**src/rtl/uart_pkg.sv**
```systemverilog
// Shared constants and types for the 8N1 UART receiver.
package uart_pkg;

   localparam int                  SPEED_W       = 13;
   localparam logic [SPEED_W-1:0]  DEFAULT_SPEED = 13'd5208;
   localparam logic [SPEED_W-1:0]  MIN_SPEED     = 13'd4;

   typedef enum logic [2:0] {
      IDLE,
      START,
      DATA,
      STOP,
      WAIT_IDLE
   } state_t;

   // Periods shorter than MIN_SPEED leave no room for a mid-bit sample point.
   function automatic logic [SPEED_W-1:0] clamp_speed(input logic [SPEED_W-1:0] s);
      return (s < MIN_SPEED) ? MIN_SPEED : s;
   endfunction

endpackage

```
**src/rtl/uart_sync2.sv**
```systemverilog
// Two-flop synchroniser for the asynchronous serial line; resets to idle (1).
module uart_sync2 (
   input  logic clk,
   input  logic reset,
   input  logic d,
   output logic q
);

   logic meta;

   // Two flops in series; reset to the idle-line level so no false start edge appears.
   always_ff @(posedge clk) begin
      if (!reset) begin
         meta <= 1'b1;
         q    <= 1'b1;
      end else begin
         // NOTE: non-blocking so the second flop takes the first flop's pre-edge value.
         meta <= d;
         q    <= meta;
      end
   end

endmodule

```
**src/rtl/uart_rx.sv**
```systemverilog
// 8N1 UART receiver with a runtime-programmable bit period. Samples each bit
// near its middle, shifts LSB first and publishes the byte on a valid stop bit.
module uart_rx
   import uart_pkg::*;
(
   input  logic               clk,
   input  logic               reset,
   input  logic               rx,
   input  logic [SPEED_W-1:0] speed,
   input  logic               set_speed,
   output logic               uart_inbound,
   output logic [7:0]         data_received
);

   state_t             state;
   logic               rx_s;
   logic               rx_prev;
   logic [SPEED_W-1:0] speed_reg;
   logic [SPEED_W-1:0] frame_period;
   logic [SPEED_W-1:0] half_period;
   logic [SPEED_W-1:0] timer;
   logic [2:0]         bit_idx;
   logic [7:0]         shift;
   logic               bit_end;

   uart_sync2 u_sync (
      .clk   (clk),
      .reset (reset),
      .d     (rx),
      .q     (rx_s)
   );

   // The running frame uses frame_period, frozen at start detection.
   assign half_period = frame_period >> 1;
   assign bit_end     = (timer == frame_period - 1'b1);

   // Programmable bit period; may be reloaded at any time, clamped to the minimum.
   always_ff @(posedge clk) begin
      if (!reset) begin
         speed_reg <= DEFAULT_SPEED;
      end else if (set_speed) begin
         speed_reg <= clamp_speed(speed);
      end
   end

   // Receive FSM with bit timer, shift register and registered outputs.
   always_ff @(posedge clk) begin
      if (!reset) begin
         state         <= IDLE;
         uart_inbound  <= 1'b0;
         data_received <= 8'h00;
         rx_prev       <= 1'b1;
         timer         <= '0;
         bit_idx       <= '0;
         shift         <= '0;
         frame_period  <= DEFAULT_SPEED;
      end else begin
         rx_prev <= rx_s;
         case (state)
            IDLE: begin
               if (rx_prev && !rx_s) begin
                  state        <= START;
                  timer        <= '0;
                  frame_period <= speed_reg;
                  uart_inbound <= 1'b1;
               end
            end
            START: begin
               if (timer == half_period) begin
                  if (rx_s) begin
                     // Start bit did not last half a period: treat as a glitch.
                     state        <= IDLE;
                     uart_inbound <= 1'b0;
                  end else begin
                     state   <= DATA;
                     timer   <= '0;
                     bit_idx <= '0;
                  end
               end else begin
                  timer <= timer + 1'b1;
               end
            end
            DATA: begin
               if (bit_end) begin
                  shift[bit_idx] <= rx_s;
                  timer          <= '0;
                  if (bit_idx == 3'd7) begin
                     state <= STOP;
                  end else begin
                     bit_idx <= bit_idx + 1'b1;
                  end
               end else begin
                  timer <= timer + 1'b1;
               end
            end
            STOP: begin
               if (bit_end) begin
                  timer        <= '0;
                  uart_inbound <= 1'b0;
                  if (rx_s) begin
                     data_received <= shift;
                     state         <= IDLE;
                  end else begin
                     state <= WAIT_IDLE;
                  end
               end else begin
                  timer <= timer + 1'b1;
               end
            end
            WAIT_IDLE: begin
               // A held break must return high before another start is accepted.
               if (rx_s) begin
                  state <= IDLE;
               end
            end
            default: begin
               state        <= IDLE;
               uart_inbound <= 1'b0;
            end
         endcase
      end
   end

endmodule

```
**config.mk**
```make
export PLATFORM = sky130hd
export DESIGN_NAME = uart_rx
export DESIGN_NICKNAME = d
export VERILOG_FILES = /design/src/rtl/uart_pkg.sv /design/src/rtl/uart_sync2.sv /design/src/rtl/uart_rx.sv
export SDC_FILE = /design/constraint.sdc
export NUM_CORES = 1
export LEC_CHECK = 0
export ABC_AREA = 1
export CORE_MARGIN = 5
export CORE_UTILIZATION = 35
export CTS_CLUSTER_DIAMETER = 200
export DETAILED_ROUTE_END_ITERATION = 8
export PLACE_DENSITY_LB_ADDON = 0.1
export SETUP_SLACK_MARGIN = 0.02
export SLEW_MARGIN = 20
export SYNTH_ARGS = -nofsm -noshare
export SYNTH_HDL_FRONTEND = slang
export SYNTH_SLANG_ARGS = --single-unit
```
**constraint.sdc**
```tcl
create_clock -name clk -period 1.9 [get_ports clk]
set_input_delay 0.38 -clock clk [delete_from_list [all_inputs] [get_ports clk]]
set_output_delay 0.38 -clock clk [all_outputs]
set_load 0.03 [all_outputs]
```
==> run summary, run 1 <==
==================================================================================
Result of the run                                                     finished, violations left
Violated checks                                                       DRC, setup timing
Cell-internal power                                                        2910 uW
Pin count of the biggest net entering global routing                            29
Initial detailed-routing violation count                                       201
Slew Viols, Final                                                                0
Maximum level of the CTS H-tree                                                  3
Port Buffers                                                                    25
Sw Ratio                                                                    0.3773
Nets in the synthesized netlist                                                598
Required time of the worst setup path                                      2190 ps
Horiz. Die Dim                                                            112.3 um
Min Hold Slack                                                            417.7 ps
Count of standard-cell rows                                                     37
Max Clock Skew                                                            12.56 ps
Antenna diodes                                                                   0
Unique cell type count in the Yosys netlist                                     32
Leading cell types in the layout, fill and taps excluded              nand2_1 (125), nor2_1 (106), inv_1 (77)
Commonest non-fill, non-tap cell in the layout                             nand2_1
Class of the most critical setup path                                 flop to flop
Total power divided by cell area                                      964.2 mW/mm^2
Global-route wire length before repair                                    16440 um
Routed length per instance                                                11.96 um
Max IR drop VDD                                                        0.0004104 V
Flip-flop cell with the highest count after synthesis                      dfxtp_1
Share of final-layout standard cells stronger than drive strength 1         0.1867
Clock network fraction of design power                                       0.264
Rel. slew slack                                                             0.7331
Overall track demand over capacity in global routing                        0.1594
Leakage dissipation                                                    0.002363 uW
Post-DP HPWL                                                               7541 um
Effective utilization at floorplan                                          0.3563
Placed insts                                                                   793
Data arrival at the endpoint of the critical path                          2370 ps
Sum Neg Setup Slack                                                       -3898 ps
Crit path setup slack, layout                                            -181.8 ps
Remaining number of nets flagged by the antenna check after routing              0
Number of enable flip-flop cells after synthesis                                 0
Final critical-path required period                                        2082 ps
Vias in the first global route                                                3468
Clock buffer count from CTS                                                      9
WL final                                                                   9701 um
Total setup violations reported at the end of the flow                          36
Unrepaired setup endpoints after global routing                                yes
Cts hold-fix bufs                                                                0
Ports placed on the boundary                                                    26
Cell at the root of the clock tree                                        clkbuf_8
Worst-Skew Late Latency                                                     350 ps
Fill cell count                                                               1097
Clock tree from TritonCTS                                                      yes
Total die area                                                        0.01261 sq mm
CP endpoint kind                                                              flop
Combined area of the multi-input logic cells                          0.002033 sq mm
Switching component of the power                                           1763 uW
Final count of hold timing violations                                            0
Fraction of power consumed by combinational cells                            0.391
Gate count after technology mapping                                            577
Flip-flop and latch area                                              0.001304 sq mm
Number of warning messages in the yosys log                                      0
Max FO, Critical Path                                                            8
Post-route clock period utilization                                          1.096
Final routed DRC violation total                                                 2
Antenna violations before repair                                                 0
Number of optimization iterations in the first detailed-route pass               6
Detailed-route via count                                                      3741
Global placer's final weighted congestion                                   0.8947
Overflow left after global routing                                               0
Sequential share of the synthesized area                                    0.3553
Class of the tightest hold or removal check                           flop to flop
Netlist area before placement                                         0.003662 sq mm
Number of standard cells in the layout, taps in and fillers out                811
Max-cap check violation count                                                    0
Async set-reset flop share out of synthesis                                      0
Core outline area                                                     0.01028 sq mm
Startpoint type of the worst setup path                                       flop
Vert. Die Dim                                                             112.3 um
Fmax                                                                     480.4 MHz
Post-place setup slack                                                   -258.6 ps
Clock transition at the registers of the reported paths                      80 ps
Synth Area per Inst                                                    6.347 sq um
Sink Count                                                                      65
Layout overhead on the synthesized area                                     32.35%
Number of flip-flops and latches in the synthesized netlist                     65
Maximum buffer depth of the clock tree                                           2
Worst Max-Slew Pin Slew                                                   396.6 ps
Total Nets Final                                                               691
Avg Vias per Cell                                                            4.613
Seq pwr share                                                                0.346
==================================================================================
-- per-stage QoR --
stage                     utilization  cell area (sq um)  total power [uW]
after floorplan                     -               3676              2719
after global placement         0.4455               4578              3401
after detailed placement       0.4455               4578              3411
after CTS                      0.4688               4818              4704
after global routing           0.4716               4847              5033
final                          0.4716               4847              4674
-- path summary, 6_finish.rpt --
kind / start / end / slack (ps) / depth (start not counted)
setup / recovery: frame_period[1] / data_received[4] / -180 / 16
hold / removal: u_sync.meta / u_sync.q / 420 / 1
setup reg to reg: frame_period[1] / data_received[4] / -180 / 16
hold reg to reg: u_sync.meta / u_sync.q / 420 / 1
-- routing by layer --
metal | vias to the layer above | GRT usage | routed length [um]
met5 | - | 0 | 0
li1 | 2006 | - | -
met1 | 1650 | 0.2232 | 4973
met2 | 70 | 0.2416 | 4085
met3 | 15 | 0.02749 | 402
met4 | 0 | 0.06731 | 240
-- cells in the mapped netlist, types with 5 or more instances --
master | instances | area (sq um)
clkbuf_1 | 8 | 30.03
xnor2_1 | 6 | 52.55
nand2_1 | 128 | 480.5
a21oi_1 | 19 | 95.09
o21ai_0 | 32 | 160.2
nand3_1 | 43 | 215.2
nand4_1 | 12 | 75.07
inv_1 | 79 | 296.5
dfxtp_1 | 65 | 1301
nor2_2 | 5 | 31.28
xor2_1 | 10 | 87.58
nor3_1 | 11 | 55.05
o21ai_1 | 5 | 25.02
nor2_1 | 109 | 409.1
-- worst max-delay path, cell delays in order (launching register included) --
cell and delay (ps):
dfxtp_2 340, inv_2 50, ha_4 230, nand2_2 60, inv_1 30, nor2_1 80
nand2_1 70, nor2_1 90, nand2_1 50, nor2_1 80, nand2_1 90, nor2_4 120
nand3_4 140, nor3_4 220, buf_6 170, o21ai_0 80, nor2_1 110
-- logic make-up after synthesis --
group / after synthesis / share of synthesized area
adder cells (fa/ha/maj): 4 / 0.01367
AND/OR/NAND/NOR: 326 / 0.3871
XOR/XNOR: 16 / 0.03826
AO/OA/AOI/OAI: 68 / 0.1004
flip-flops: 65 / 0.3553
buffers and inverters: 98 / 0.1052
-- area by class of cell --
type | instances | area share
Clock inverter | 6 | 0.01368
Timing Repair Buffer | 95 | 0.1686
Inverter | 85 | 0.06582
Sequential cell | 65 | 0.2690
Multi-Input combinational cell | 414 | 0.4195
Clock buffer | 10 | 0.02839
Tap cell | 136 | 0.03511
-- power groups by stage --
stage	clock, uW	combinational [uW]	sequential, uW
after floorplan	0	1070	1640
after global placement	0	1760	1640
after detailed placement	0	1770	1640
after CTS	1280	1820	1610
after global routing	1350	2050	1630
final	1230	1830	1620
-- timing repair --
| item | 4_1_cts | 5_1_grt |
|---|---|---|
| endpoints found under the setup margin | 36 | 36 |
| buffers inserted | 1 | 1 |
| pin swaps | 7 | 4 |
| endpoints found under the hold margin | 0 | 0 |
| gates resized for setup | 9 | 9 |
No activity file was read; power rests on OpenSTA's default activity.
==> inputs of run 2 (changes only) <==
--- a/config.mk
+++ b/config.mk
@@ -6,6 +6,7 @@
 export NUM_CORES = 1
 export LEC_CHECK = 0
 export ABC_AREA = 1
+export CORE_ASPECT_RATIO = 0.6
 export CORE_MARGIN = 5
 export CORE_UTILIZATION = 35
 export CTS_CLUSTER_DIAMETER = 200
==> run 2 against run 1 <==
Net effect:
- the flow finishes with violations (setup timing)
- first-iteration DRC count is 16% lower
- sequential power hardly changed
- global-route usage is 2.2 points higher
- via count is 3.9% higher
- setup slack worse by 97 ps
- count of clock-buffer cells in the layout is 1 higher
- largest cell class unchanged
- largest power group unchanged
==> run summary, run 2 (synthesis gave the netlist of run 1 again) <==
==================================================================================
Remaining number of nets flagged by the antenna check after routing              0
Post-route clock period utilization                                          1.147
Number of standard cells in the layout, taps in and fillers out                825
Antenna violations before repair                                                 0
Cell-internal power                                                        3401 uW
Fmax                                                                     459.1 MHz
Buffer and inverter count on the worst path                                      4
Leading cell types in the layout, fill and taps excluded              nand2_1 (117), nor2_1 (97), buf_4 (77)
Data arrival at the endpoint of the critical path                          2400 ps
Rel. slew slack                                                             0.6627
Layout overhead on the synthesized area                                     42.77%
Overflow left after global routing                                               0
Initial detailed-routing violation count                                       169
CP endpoint kind                                                              flop
Ports placed on the boundary                                                    26
Result of the run                                                     finished, violations left
Final routed DRC violation total                                                 0
Total Nets Final                                                               706
RR Endpoint                                                              timer[11]
Avg Vias per Cell                                                            4.713
Launching element of the worst setup path                             frame_period[0]
Slowest stage cell on the critical path                                    dfxtp_2
Logic depth of the worst path, buffers included                                 18
Total die area                                                        0.01268 sq mm
Ordered cell list for the critical path                               inv_2, ha_4, nand2_2, inv_2, nor2_2, nand2_1, nor2_1, nand2_1, nor2_1, nand2_1, nor2_2, nand3_4, buf_6, nand2_2, nand3_2, nand2_4, buf_6, nor2_2
Count of standard-cell rows                                                     28
Vert. Die Dim                                                             89.24 um
Worst Max-Slew Pin Slew                                                   504.1 ps
Port Buffers                                                                    25
Final critical-path required period                                        2178 ps
Startpoint type of the worst setup path                                       flop
Clock network fraction of design power                                       0.316
Class of the most critical setup path                                 flop to flop
Required time of the worst setup path                                      2120 ps
Total setup violations reported at the end of the flow                          36
Class of the tightest hold or removal check                           flop to flop
Slew Viols, Final                                                                0
Startpoint of the most critical register-to-register path             frame_period[0]
Clock tree from TritonCTS                                                      yes
Switching component of the power                                           1993 uW
Clock buffer count from CTS                                                      9
Effective utilization at floorplan                                          0.3655
Horiz. Die Dim                                                            142.1 um
Maximum level of the CTS H-tree                                                  3
Overall track demand over capacity in global routing                        0.1812
Worst-Skew Late Latency                                                     330 ps
Layout Utilization                                                          0.5219
Fill cell count                                                                996
Clock transition at the registers of the reported paths                      50 ps
CP peak stage delay                                                         330 ps
Cts hold-fix bufs                                                                0
Worst setup path end                                                     timer[11]
Seq pwr share                                                                0.300
Routed length per instance                                                13.30 um
Leakage dissipation                                                    0.002482 uW
Total power divided by cell area                                      1032 mW/mm^2
Sink Count                                                                      65
Vias in the first global route                                                3643
Worst setup slack for register-to-register paths                           -280 ps
Fraction of power consumed by combinational cells                            0.384
Placed insts                                                                   805
Max-cap check violation count                                                    0
R2r worst-path depth                                                            18
Global-route wire length before repair                                    18160 um
Final count of hold timing violations                                            0
Antenna diodes                                                                   0
Commonest non-fill, non-tap cell in the layout                             nand2_1
Max FO, Critical Path                                                            5
Crit path setup slack, layout                                            -278.4 ps
CP top delay family                                                   simple AND/OR/NAND/NOR gates
Violated checks                                                       setup timing
Detailed-route via count                                                      3888
Pin count of the biggest net entering global routing                            40
Number of optimization iterations in the first detailed-route pass               5
WL final                                                                  10980 um
Core outline area                                                     0.01002 sq mm
Share of final-layout standard cells stronger than drive strength 1         0.2565
Cell at the root of the clock tree                                       clkbuf_16
Min Hold Slack                                                            411.2 ps
Max Clock Skew                                                            7.245 ps
Post-DP HPWL                                                               8505 um
Unrepaired setup endpoints after global routing                                yes
Global placer's final weighted congestion                                   0.8635
Sw Ratio                                                                    0.3695
Max IR drop VDD                                                        0.0006147 V
Maximum buffer depth of the clock tree                                           2
==================================================================================
==> run 2: changes by cell type in the layout (fill, tap and decap cells not counted), sizes merged <==
cell,delta
clkinv,-2
inv,+1
clkinvlp,+1
buf,+14
clkbuf,+1
==> run 2: metrics by stage <==
stage                     TNS (ps)  power [uW]  worst slack (ps)  area, sq um
after detailed placement     -6389        3420            -283.3         4662
after global placement       -5854        3412            -246.1         4662
final                        -7491        5394            -278.4         5229
after global routing        -13500        5747            -423.8         5229
after floorplan             -683.7        2719            -95.67         3676
after CTS                    -5875        5223            -202.4         5072
==> run 2: area by class of cell <==
cell class                      count  area [sq um]  share of cell area
Multi-Input combinational cell    414          2183              0.4176
Sequential cell                    65          1305              0.2496
Timing Repair Buffer              109         924.6              0.1768
Inverter                           85         334.1             0.06389
Clock buffer                       11         242.7             0.04642
Tap cell                          135         168.9             0.03230
Clock inverter                      5         63.81             0.01220
Timing Repair inverter              1         6.256            0.001196
==> run 2: layer usage <==
metal  global-route usage  share of wire
met5                    0              0
met2               0.2448           0.37
met4              0.04007         0.0078
met3              0.03902          0.058
met1               0.2871           0.56
==> run 2: worst min path at each step <==
stage                 from       end  slack, ps  cells past startpoint
2_1_floorplan  u_sync.meta  u_sync.q        390                      1
3_3_place_gp   u_sync.meta  u_sync.q        400                      1
3_5_place_dp   u_sync.meta  u_sync.q        400                      1
4_1_cts        u_sync.meta  u_sync.q        420                      1
5_1_grt        u_sync.meta  u_sync.q        440                      1
6_report       u_sync.meta  u_sync.q        410                      1
==> run 2: timing repair <==
item | 4_1_cts | 5_1_grt
buffers inserted | 3 | 0
gates resized for setup | 31 | 44
pin swaps | 16 | 27
setup endpoints to repair | 36 | 36
gates cloned | 0 | 1
==> run 2: power groups by stage <==
stage / Combinational, uW / Clock, uW / Sequential [uW]
6_report: 2070 / 1700 / 1620
5_1_grt: 2310 / 1800 / 1630
4_1_cts: 1870 / 1740 / 1610
3_5_place_dp: 1780 / 0 / 1640
3_3_place_gp: 1770 / 0 / 1650
2_1_floorplan: 1070 / 0 / 1640
==> patch: new RTL, config.mk and constraints of run 1 <==
Make the reset (`reset`) asynchronous in 3 clocked blocks.
--- a/src/rtl/uart_sync2.sv
+++ b/src/rtl/uart_sync2.sv
@@ -10,5 +10,5 @@
 
    // Two flops in series; reset to the idle-line level so no false start edge appears.
-   always_ff @(posedge clk) begin
+   always_ff @(posedge clk or negedge reset) begin
       if (!reset) begin
          meta <= 1'b1;
--- a/src/rtl/uart_rx.sv
+++ b/src/rtl/uart_rx.sv
@@ -36,5 +36,5 @@
 
    // Programmable bit period; may be reloaded at any time, clamped to the minimum.
-   always_ff @(posedge clk) begin
+   always_ff @(posedge clk or negedge reset) begin
       if (!reset) begin
          speed_reg <= DEFAULT_SPEED;
@@ -45,5 +45,5 @@
 
    // Receive FSM with bit timer, shift register and registered outputs.
-   always_ff @(posedge clk) begin
+   always_ff @(posedge clk or negedge reset) begin
       if (!reset) begin
          state         <= IDLE;
Check against the original RTL: differs if reset is asserted again (counterexample within 4 cycles, from zero or initial values and one cycle with reset low); with reset held inactive, the same outputs for 10 cycles.
==> patch against run 1 <==
- the run ends with negative setup slack left
- core utilization is 0.39 points lower
- synthesized cell count is 7.6% lower
- final cell count is 7.2% lower
- clock power is 12% lower
- area after synthesis is 6.8% higher
- routed wire length is 2.9% lower
- setup slack better by 0.024 ns
- clock skew is 0.0032 ns lower
- cell area is 5.1% higher
- total power is 37% higher
- sequential cell count stayed put
- critical endpoint is now bit_idx[1]$_DFFE_PN0P_
- highest routed layer unchanged
==> patch: results (changes against run 1) <==
- Commonest cells in the netlist: nand2_1, nand3_1, inv_1, dfrtp_1, nor2_1
- # setup viols final: 35 (-2.8%)
- Syn nets: 554 (-7.4%)
- VDD IR-drop max: 0.601 mV (+47%)
- Crit path DAT: 2.29 ns (-0.08 ns)
- Vias in the first global route: 3438 (-0.87%)
- Sequential fraction of the synthesis area: 0.420 (+0.0648)
- Iter 0 DRT Violations: 203 (+1.0%)
- Drt pass-1 iters: 4 (-2)
- Crit-path slowest cell: dfrtp_1
- Leakage power: 0.00239 uW (+0.95%)
- Worst setup margin: -0.158 ns (+0.0238 ns)
- Routability cong.: 0.843 (-5.7%)
- Fill cells: 1137 (+3.6%)
- Most area-consuming cells after synthesis: dfrtp_1, nand2_1, nand3_1
- Total number of vias: 3591 (-4.0%)
- Post-place instance area: 4610 sq um (+0.77%)
- Setup TNS: -4.36 ns (-0.467 ns)
- Period utilization: 1.08 (-0.0125)
- Max incr delay on CP: 0.38 ns (+0.04 ns)
- Status: finished with violations
- Yosys cell types: 35 (+9.4%)
- HPWL after DPL: 6680 microns (-11%)
- Global-route wire length before repair: 16000 microns (-2.6%)
- Failing checks: negative setup slack
- Layout cell share with drive strength beyond 1: 0.256 (+0.0695)
- Routed len/inst: 12.5 microns (+4.6%)
- Slew @ Worst Pin: 0.452 ns (+0.0549 ns)
patch: kinds of logic after synthesis:
kind of cell             count (synthesis)  synth area share
AO/OA/AOI/OAI                           60            0.0886
adder cells (fa/ha/maj)                  4            0.0128
flip-flops                              65             0.420
XOR/XNOR                                21            0.0490
buffers and inverters                   95            0.0950
AND/OR/NAND/NOR                        288             0.334
patch: timing repair:
item,CTS,global route
buffers inserted,2,9
endpoints found under the hold margin,0,0
resized for setup,22,31
setup endpoints to repair,36,36
gates cloned,1,1
pin swaps,2,12
patch: routing by layer:
layer / up-vias / wire length, microns / GRT usage
met1: 1669 / 4670 / 0.204
met5: - / 0 / 0
li1: 1850 / - / -
met2: 58 / 4250 / 0.241
met3: 14 / 307 / 0.0266
met4: 0 / 189 / 0.0650
patch: final timing paths:
| path | slack, ns | start | cells past startpoint | endpoint |
|---|---|---|---|---|
| worst max-delay path | -0.16 | frame_period[1]$_DFFE_PN0P_ | 15 | bit_idx[1]$_DFFE_PN0P_ |
| worst min-delay path | 0.04 | reset | 2 | uart_inbound$_DFFE_PN0P_ |
| worst max register to register | -0.16 | frame_period[1]$_DFFE_PN0P_ | 15 | bit_idx[1]$_DFFE_PN0P_ |
| worst min register to register | 0.36 | u_sync.meta$_DFF_PN1_ | 0 | u_sync.q$_DFF_PN1_ |
| max in group asynchronous | 1.54 | reset | 2 | speed_reg[3]$_DFFE_PN1P_ |
| min in group clk | 0.36 | u_sync.meta$_DFF_PN1_ | 0 | u_sync.q$_DFF_PN1_ |
patch: final cells by class:
cell class / instances / share of cell area
timing repair buffer: 78 / 0.135
sequential: 65 / 0.323
tap: 140 / 0.0344
inverter: 79 / 0.0602
timing repair inverter: 1 / 0.00123
multi-input combinational: 374 / 0.412
clock buffer: 14 / 0.0319
clock inverter: 2 / 0.00295
patch: worst max-delay path, delay by kind of cell (launching register included):
| kind | cells | cell delay, ns |
|---|---|---|
| AND/OR/NAND/NOR | 11 | 1.15 |
| flip-flops | 1 | 0.38 |
| adder cells (fa/ha/maj) | 1 | 0.27 |
| buffers and inverters | 2 | 0.09 |
| AO/OA/AOI/OAI | 1 | 0.07 |
patch: where the power goes:
part | leakage [uW] | switching (uW) | internal, uW
Clock | 0.0000829 | 537 | 547
Combinational | 0.00148 | 1900 | 1430
Sequential | 0.000825 | 284 | 1680
patch: metrics by stage:
step	std cells	hold WS, ns	utilization
2_1_floorplan	533	0.0844	-
3_3_place_gp	724	0.346	0.424
3_5_place_dp	724	0.347	0.424
4_1_cts	743	0.0395	0.450
5_1_grt	753	0.0586	0.468
6_report	753	0.0391	0.468
